### config.mk
export PLATFORM = sky130hd
export DESIGN_NAME = seq_detector_param
export DESIGN_NICKNAME = d
export VERILOG_FILES = /design/src/rtl/seq_det_pkg.sv /design/src/rtl/seq_det_history.sv /design/src/rtl/seq_detector_param.sv
export SDC_FILE = /design/constraint.sdc
export NUM_CORES = 1
export LEC_CHECK = 0
export ABC_AREA = 1
export CAP_MARGIN = 20
export CORE_MARGIN = 4
export CORE_UTILIZATION = 53
export DETAILED_ROUTE_END_ITERATION = 10
export PLACE_DENSITY = 0.89
export SYNTH_ARGS = -nofsm -noshare
export SYNTH_HDL_FRONTEND = slang
export SYNTH_SLANG_ARGS = --single-unit
export TNS_END_PERCENT = 1
### constraint.sdc
create_clock -name clk -period 2.2 [get_ports clk]
set_input_delay 0.33 -clock clk [delete_from_list [all_inputs] [get_ports clk]]
set_output_delay 0.33 -clock clk [all_outputs]
set_load 0.01 [all_outputs]
### src/rtl/seq_det_pkg.sv
// Shared types and helpers for the parametrised serial pattern detector.
package seq_det_pkg;

  // Control FSM states
  typedef enum logic [1:0] {
    IDLE = 2'd0,
    RUN  = 2'd1,
    ERR  = 2'd2
  } state_e;

  // Widest pattern / length field any instance may use; the config container is sized for it
  localparam int unsigned PAT_MAX_W = 32;
  localparam int unsigned LEN_MAX_W = 6;

  // Width needed to hold a pattern length of 0..pat_w
  function automatic int unsigned len_w(input int unsigned pat_w);
    return $clog2(pat_w + 1);
  endfunction

  // Latched run-time configuration
  typedef struct packed {
    logic [PAT_MAX_W-1:0] pattern;
    logic [LEN_MAX_W-1:0] len;
    logic                 overlap;
    logic                 mealy;
  } seq_cfg_t;

endpackage

### src/rtl/seq_det_history.sv
// History shift register, fill counter and length-masked pattern compare.
//   clk, reset   : clock, synchronous active-high reset
//   clear        : drop history and fill (config reload)
//   shift_en     : accept sample a this cycle
//   a            : serial data bit
//   overlap      : keep history after a hit
//   len, pattern : active pattern length and pattern (bit [len-1] oldest)
//   hit_next     : this cycle's accepted sample completes the pattern
module seq_det_history #(
  parameter int unsigned PAT_W = 8,
  parameter int unsigned LEN_W = 4
) (
  input  logic             clk,
  input  logic             reset,
  input  logic             clear,
  input  logic             shift_en,
  input  logic             a,
  input  logic             overlap,
  input  logic [LEN_W-1:0] len,
  input  logic [PAT_W-1:0] pattern,
  output logic             hit_next
);

  logic [PAT_W-1:0] hist;
  logic [PAT_W-1:0] hist_next;
  logic [PAT_W-1:0] mask;
  logic [LEN_W-1:0] fill;
  logic [LEN_W-1:0] fill_inc;

  // Newest bit enters at bit 0
  assign hist_next = {hist[PAT_W-2:0], a};

  // Fill saturates at the pattern length
  assign fill_inc = (fill >= len) ? len : fill + LEN_W'(1);

  // Only the low len bits take part in the compare
  always_comb begin
    mask = '0;
    for (int i = 0; i < int'(PAT_W); i++) begin
      mask[i] = (LEN_W'(i) < len);
    end
  end

  assign hit_next = shift_en && (fill_inc == len) &&
                    (((hist_next ^ pattern) & mask) == '0);

  // Non-overlapping mode restarts the fill after a hit so len fresh bits are needed
  always_ff @(posedge clk) begin
    if (reset || clear) begin
      hist <= '0;
      fill <= '0;
    end else if (shift_en) begin
      hist <= hist_next;
      fill <= (hit_next && !overlap) ? '0 : fill_inc;
    end
  end

endmodule

### src/rtl/seq_detector_param.sv
// Parametrised serial bit-pattern detector with run-time pattern, overlap
// and Mealy/Moore output selection, plus a saturating match counter.
//   clk, reset   : clock, synchronous active-high reset
//   cfg_load     : strobe latching cfg_* and clearing history/counter
//   cfg_pattern  : pattern, bit [cfg_len-1] received first
//   cfg_len      : pattern length, legal 1..PAT_W
//   cfg_overlap  : allow overlapping matches
//   cfg_mealy    : 1 = Mealy output timing, 0 = Moore
//   valid, a     : qualified serial bit stream
//   match        : detection output (combinational in Mealy mode)
//   match_count  : saturating hit count since last clear
//   cfg_err      : last cfg_load had an illegal length
//   active       : detector is running
module seq_detector_param
  import seq_det_pkg::*;
#(
  parameter int unsigned PAT_W = 8,
  parameter int unsigned CNT_W = 8,
  parameter int unsigned LEN_W = len_w(PAT_W)
) (
  input  logic             clk,
  input  logic             reset,
  input  logic             cfg_load,
  input  logic [PAT_W-1:0] cfg_pattern,
  input  logic [LEN_W-1:0] cfg_len,
  input  logic             cfg_overlap,
  input  logic             cfg_mealy,
  input  logic             valid,
  input  logic             a,
  output logic             match,
  output logic [CNT_W-1:0] match_count,
  output logic             cfg_err,
  output logic             active
);

  localparam logic [CNT_W-1:0] CNT_MAX = {CNT_W{1'b1}};

  // Parameter sanity
  if (PAT_W < 2 || PAT_W > PAT_MAX_W || LEN_W > LEN_MAX_W) begin : g_bad_param
    $error("seq_detector_param: unsupported PAT_W");
  end

  state_e   state;
  state_e   state_next;
  seq_cfg_t cfg_q;
  logic     cfg_legal_c;
  logic     shift_en;
  logic     hit_next;
  logic     moore_flag;
  logic     unused_cfg;

  assign cfg_legal_c = (cfg_len != '0) && (cfg_len <= LEN_W'(PAT_W));

  // cfg_load wins over a coincident sample
  assign shift_en = (state == RUN) && valid && !cfg_load;

  // Upper container bits stay zero for narrow instances
  assign unused_cfg = ^cfg_q;

  seq_det_history #(
    .PAT_W (PAT_W),
    .LEN_W (LEN_W)
  ) u_history (
    .clk      (clk),
    .reset    (reset),
    .clear    (cfg_load),
    .shift_en (shift_en),
    .a        (a),
    .overlap  (cfg_q.overlap),
    .len      (cfg_q.len[LEN_W-1:0]),
    .pattern  (cfg_q.pattern[PAT_W-1:0]),
    .hit_next (hit_next)
  );

  // State register
  always_ff @(posedge clk) begin
    if (reset) begin
      state <= IDLE;
    end else begin
      state <= state_next;
    end
  end

  // Next state: only cfg_load moves the FSM
  always_comb begin
    state_next = state;
    if (cfg_load) begin
      state_next = cfg_legal_c ? RUN : ERR;
    end
  end

  // Output decode: match only while running, timing per latched mode
  always_comb begin
    match = 1'b0;
    if (state == RUN) begin
      match = cfg_q.mealy ? hit_next : moore_flag;
    end
  end

  // Config latch, Moore flag, counter and status registers
  always_ff @(posedge clk) begin
    if (reset) begin
      cfg_q       <= '0;
      moore_flag  <= 1'b0;
      match_count <= '0;
      cfg_err     <= 1'b0;
      active      <= 1'b0;
    end else begin
      active <= (state_next == RUN);
      if (cfg_load) begin
        cfg_q.pattern <= PAT_MAX_W'(cfg_pattern);
        cfg_q.len     <= LEN_MAX_W'(cfg_len);
        cfg_q.overlap <= cfg_overlap;
        cfg_q.mealy   <= cfg_mealy;
        moore_flag    <= 1'b0;
        match_count   <= '0;
        cfg_err       <= !cfg_legal_c;
      end else if (shift_en) begin
        moore_flag <= hit_next;
        if (hit_next && (match_count != CNT_MAX)) begin
          match_count <= match_count + CNT_W'(1);
        end
      end
    end
  end

endmodule
==> flow_metrics.env <==
export IMPL_outcome="complete, but fails checks"
export IMPL_violations="setup timing"
export IMPL_core_area_um2=3660
export IMPL_cp_start_kind="flop"
export IMPL_powerDensity_nw_per_um2=645
export IMPL_critPathCaptureType="primary output"
export IMPL_wire_per_inst_um=14.6
export IMPL_crit_chain="inv_2 -> ha_4 -> inv_2 -> nand2_2 -> nand2_2 -> nand2_2 -> nand2_4 -> nand4_1 -> nand3_2 -> nor2_8 -> nand2_4 -> a21oi_2 -> buf_2"
export IMPL_fin_ws_ns=-0.0423
export IMPL_r2r_slack_ns=0.27
export IMPL_vias=2083
export IMPL_path_clk_slew_ns=0.08
export IMPL_fmax_mhz=446
export IMPL_ys_seq_area_share_pct=37.9
export IMPL_hold_path_cell_count=2
export IMPL_postCtsSetupBuffers=0
export IMPL_syn_nets=295
export IMPL_r2r_start="u_history.fill[0]"
export IMPL_rsz0062_at_grt="yes"
export IMPL_hold_viol=0
export IMPL_viasPerCell=5.61
export IMPL_postRouteAntennaNets=0
export IMPL_finalPower_w=0.00174
export IMPL_slowest_delay_ns=0.34
export IMPL_holdBufCountCts=0
export IMPL_hold_class="flop to flop"
export IMPL_cts_tree="done"
export IMPL_vdd_ir_drop_worst_uv=543
export IMPL_synth_area_um2=2010
export IMPL_crit_buf_inv=3
export IMPL_worstPathArrival_ns=1.91
export IMPL_power_leakage_nw=1.13
export IMPL_initial_core_util_pct=54.8
export IMPL_grt_overflow=0
export IMPL_cts_root_buf="clkbuf_8"
export IMPL_finalInstanceArea_um2=2710
export IMPL_crit_path_top_delay_cell="dfxtp_2"
export IMPL_finalCritPeriodShare_pct=102
export IMPL_finalCriticalPeriod_ns=2.24
export IMPL_slew_headroom_pct=71.7
export IMPL_area_growth_synth_to_final_pct=34.8
export IMPL_final_nets=347
export IMPL_final_common_cell="nand2_1"
export IMPL_clock_sinks=38
export IMPL_cts_max_path_buffers=2
export IMPL_io_pins=30
export IMPL_finalSetupViolCount=1
export IMPL_required_ns=1.87
export IMPL_worstHoldEndpoint="cfg_err"
export IMPL_layout_common_cells="nand2_1, dfxtp_1, nor2_1"
export IMPL_firstDrtPassIters=4
export IMPL_path_class="flop to primary output"
export IMPL_antenna_found_initial=0
export IMPL_finish_utilization_pct=73.9
export IMPL_grt_pass1_vias=2069
export IMPL_finClkSkew_ns=0.00868
export IMPL_drcViolationCount=0
export IMPL_yosysWarnings=0
export IMPL_grt_pass1_wl_mm=9.05
export IMPL_netlist_cell_type_count=27
export IMPL_ys_ff_latch=38
export IMPL_grt_max_degree=17
export IMPL_maxCapViolations=0
export IMPL_gp_congestion=0.874
export IMPL_fp_dieH_um=69.5
export IMPL_cp_top_family="simple AND/OR/NAND/NOR gates"
export IMPL_htreeDepth=2
export IMPL_synth_area_per_cell_um2=7.43
export IMPL_io_buffer_count=29
export IMPL_rows=22
export IMPL_reg2regPathDepth=14
export IMPL_dieArea_um2=4840
export IMPL_final_max_slew_viol_count=0
export IMPL_cts_made_buffers=5
export IMPL_clkLatencyLatePin_ns=0.30
export IMPL_place_area_um2=2500
export IMPL_routed_wl_mm=5.42
export IMPL_layout_drive_gt1_share_pct=19.5
export IMPL_antennaDiodeCount=0
export IMPL_hp_start="cfg_err"
export IMPL_reg2reg_to="u_history.fill[2]"
export IMPL_startpoint="u_history.fill[0]"
export IMPL_worst_pin_slew_ns=0.424
export IMPL_syn_inst=270
export IMPL_critPathMaxFanout=9
export IMPL_post_dp_hpwl_mm=3.70
export IMPL_crit_top_cell="nand2_2"
export IMPL_drt_iter0_markers=127
export IMPL_track_usage_pct=23.2
export IMPL_dieWidth_um=69.5
## sequential cells by signal, indices dropped and copies added, names as in the netlist
name	count
moore_flag	1
active	1
cfg_q	14
cfg_err	1
u_history.hist	7
state	2
u_history.fill	4
match_count	8
## logic make-up after synthesis
group,share of synthesized area [%]
AND/OR/NAND/NOR,29.5
AO/OA/AOI/OAI,15.8
flip-flops,37.9
buffers and inverters,6.98
XOR/XNOR,6.11
adder cells (fa/ha/maj),3.74
## final cells by class
cell class | instances | area, µm²
Timing Repair Buffer | 51 | 450
Sequential cell | 38 | 766
Fill cell | 248 | 956
Clock inverter | 2 | 60.1
Tap cell | 48 | 60.1
Multi-Input combinational cell | 195 | 1170
Clock buffer | 6 | 82.6
Inverter | 31 | 119
## synthesized netlist by cell type
master	n	area share, %
clkbuf_1	5	0.94
clkinv_1	3	0.56
dfxtp_1	38	38
nor2_2	1	0.31
nand3_1	10	2.5
nand3_4	2	1.7
o21bai_2	2	1.1
nor3_1	2	0.50
inv_1	28	5.2
nand3_2	2	1.0
xnor2_1	8	3.5
nand2_1	45	8.4
o21ai_0	27	6.7
a21oi_1	24	6.0
nor2_4	1	0.56
nor2_1	32	6.0
clkbuf_2	1	0.25
ha_1	6	3.7
nand4_1	16	5.0
o211ai_1	1	0.37
a211oi_1	3	1.1
xor2_1	6	2.6
a21oi_2	1	0.44
nor2_8	2	2.0
nand2_4	1	0.56
nand2_2	2	0.62
nor4_1	1	0.31
## worst register-to-register path, delay by kind of cell, from the launching register on
family,cells,cell delay [ns]
and+or+nand+nor,9,0.92
DFF,1,0.34
buffers and inverters,3,0.26
adders and majority gates,1,0.25
AOI/OAI and AO/OA,1,0.07
## metrics by stage
step / worst slack (ns) / hold slack [ns] / instances / setup TNS [ns]
after detailed placement: -0.348 / 0.447 / 363 / -0.348
after global placement: -0.318 / 0.445 / 363 / -0.318
final: -0.0423 / 0.464 / 371 / -0.0423
after floorplan: 0.0927 / 0.409 / 270 / 0
after global routing: -0.145 / 0.495 / 371 / -0.145
after CTS: -0.0686 / 0.465 / 371 / -0.0686
## per-layer routing
layer	wire [µm]	GRT usage [%]	vias up
li1	-	-	1005
met1	2260	26.8	999
met2	2760	39.9	61
met3	248	5.36	18
met4	154	11.3	0
met5	0	0	-
## worst max path at each step
stage / end / slack, ns / depth (start not counted)
6_report: match / -0.04 / 13
5_1_grt: match / -0.14 / 13
4_1_cts: match / -0.07 / 13
3_5_place_dp: match / -0.35 / 10
3_3_place_gp: match / -0.32 / 10
2_1_floorplan: match / 0.09 / 10
## power breakdown
group	total (W)	switching, W	internal, W	leakage (nW)
Clock	0.000740	0.000257	0.000484	0.0714
Sequential	0.000733	0.0000187	0.000715	0.312
Combinational	0.000271	0.000156	0.000115	0.747
Total	0.00174	0.000431	0.00131	1.13
## what timing repair did
item	CTS	global route
gates resized for setup	19	5
endpoints found under the setup margin	1	1
pin swaps	6	4
(Power assumes the default switching activity.)
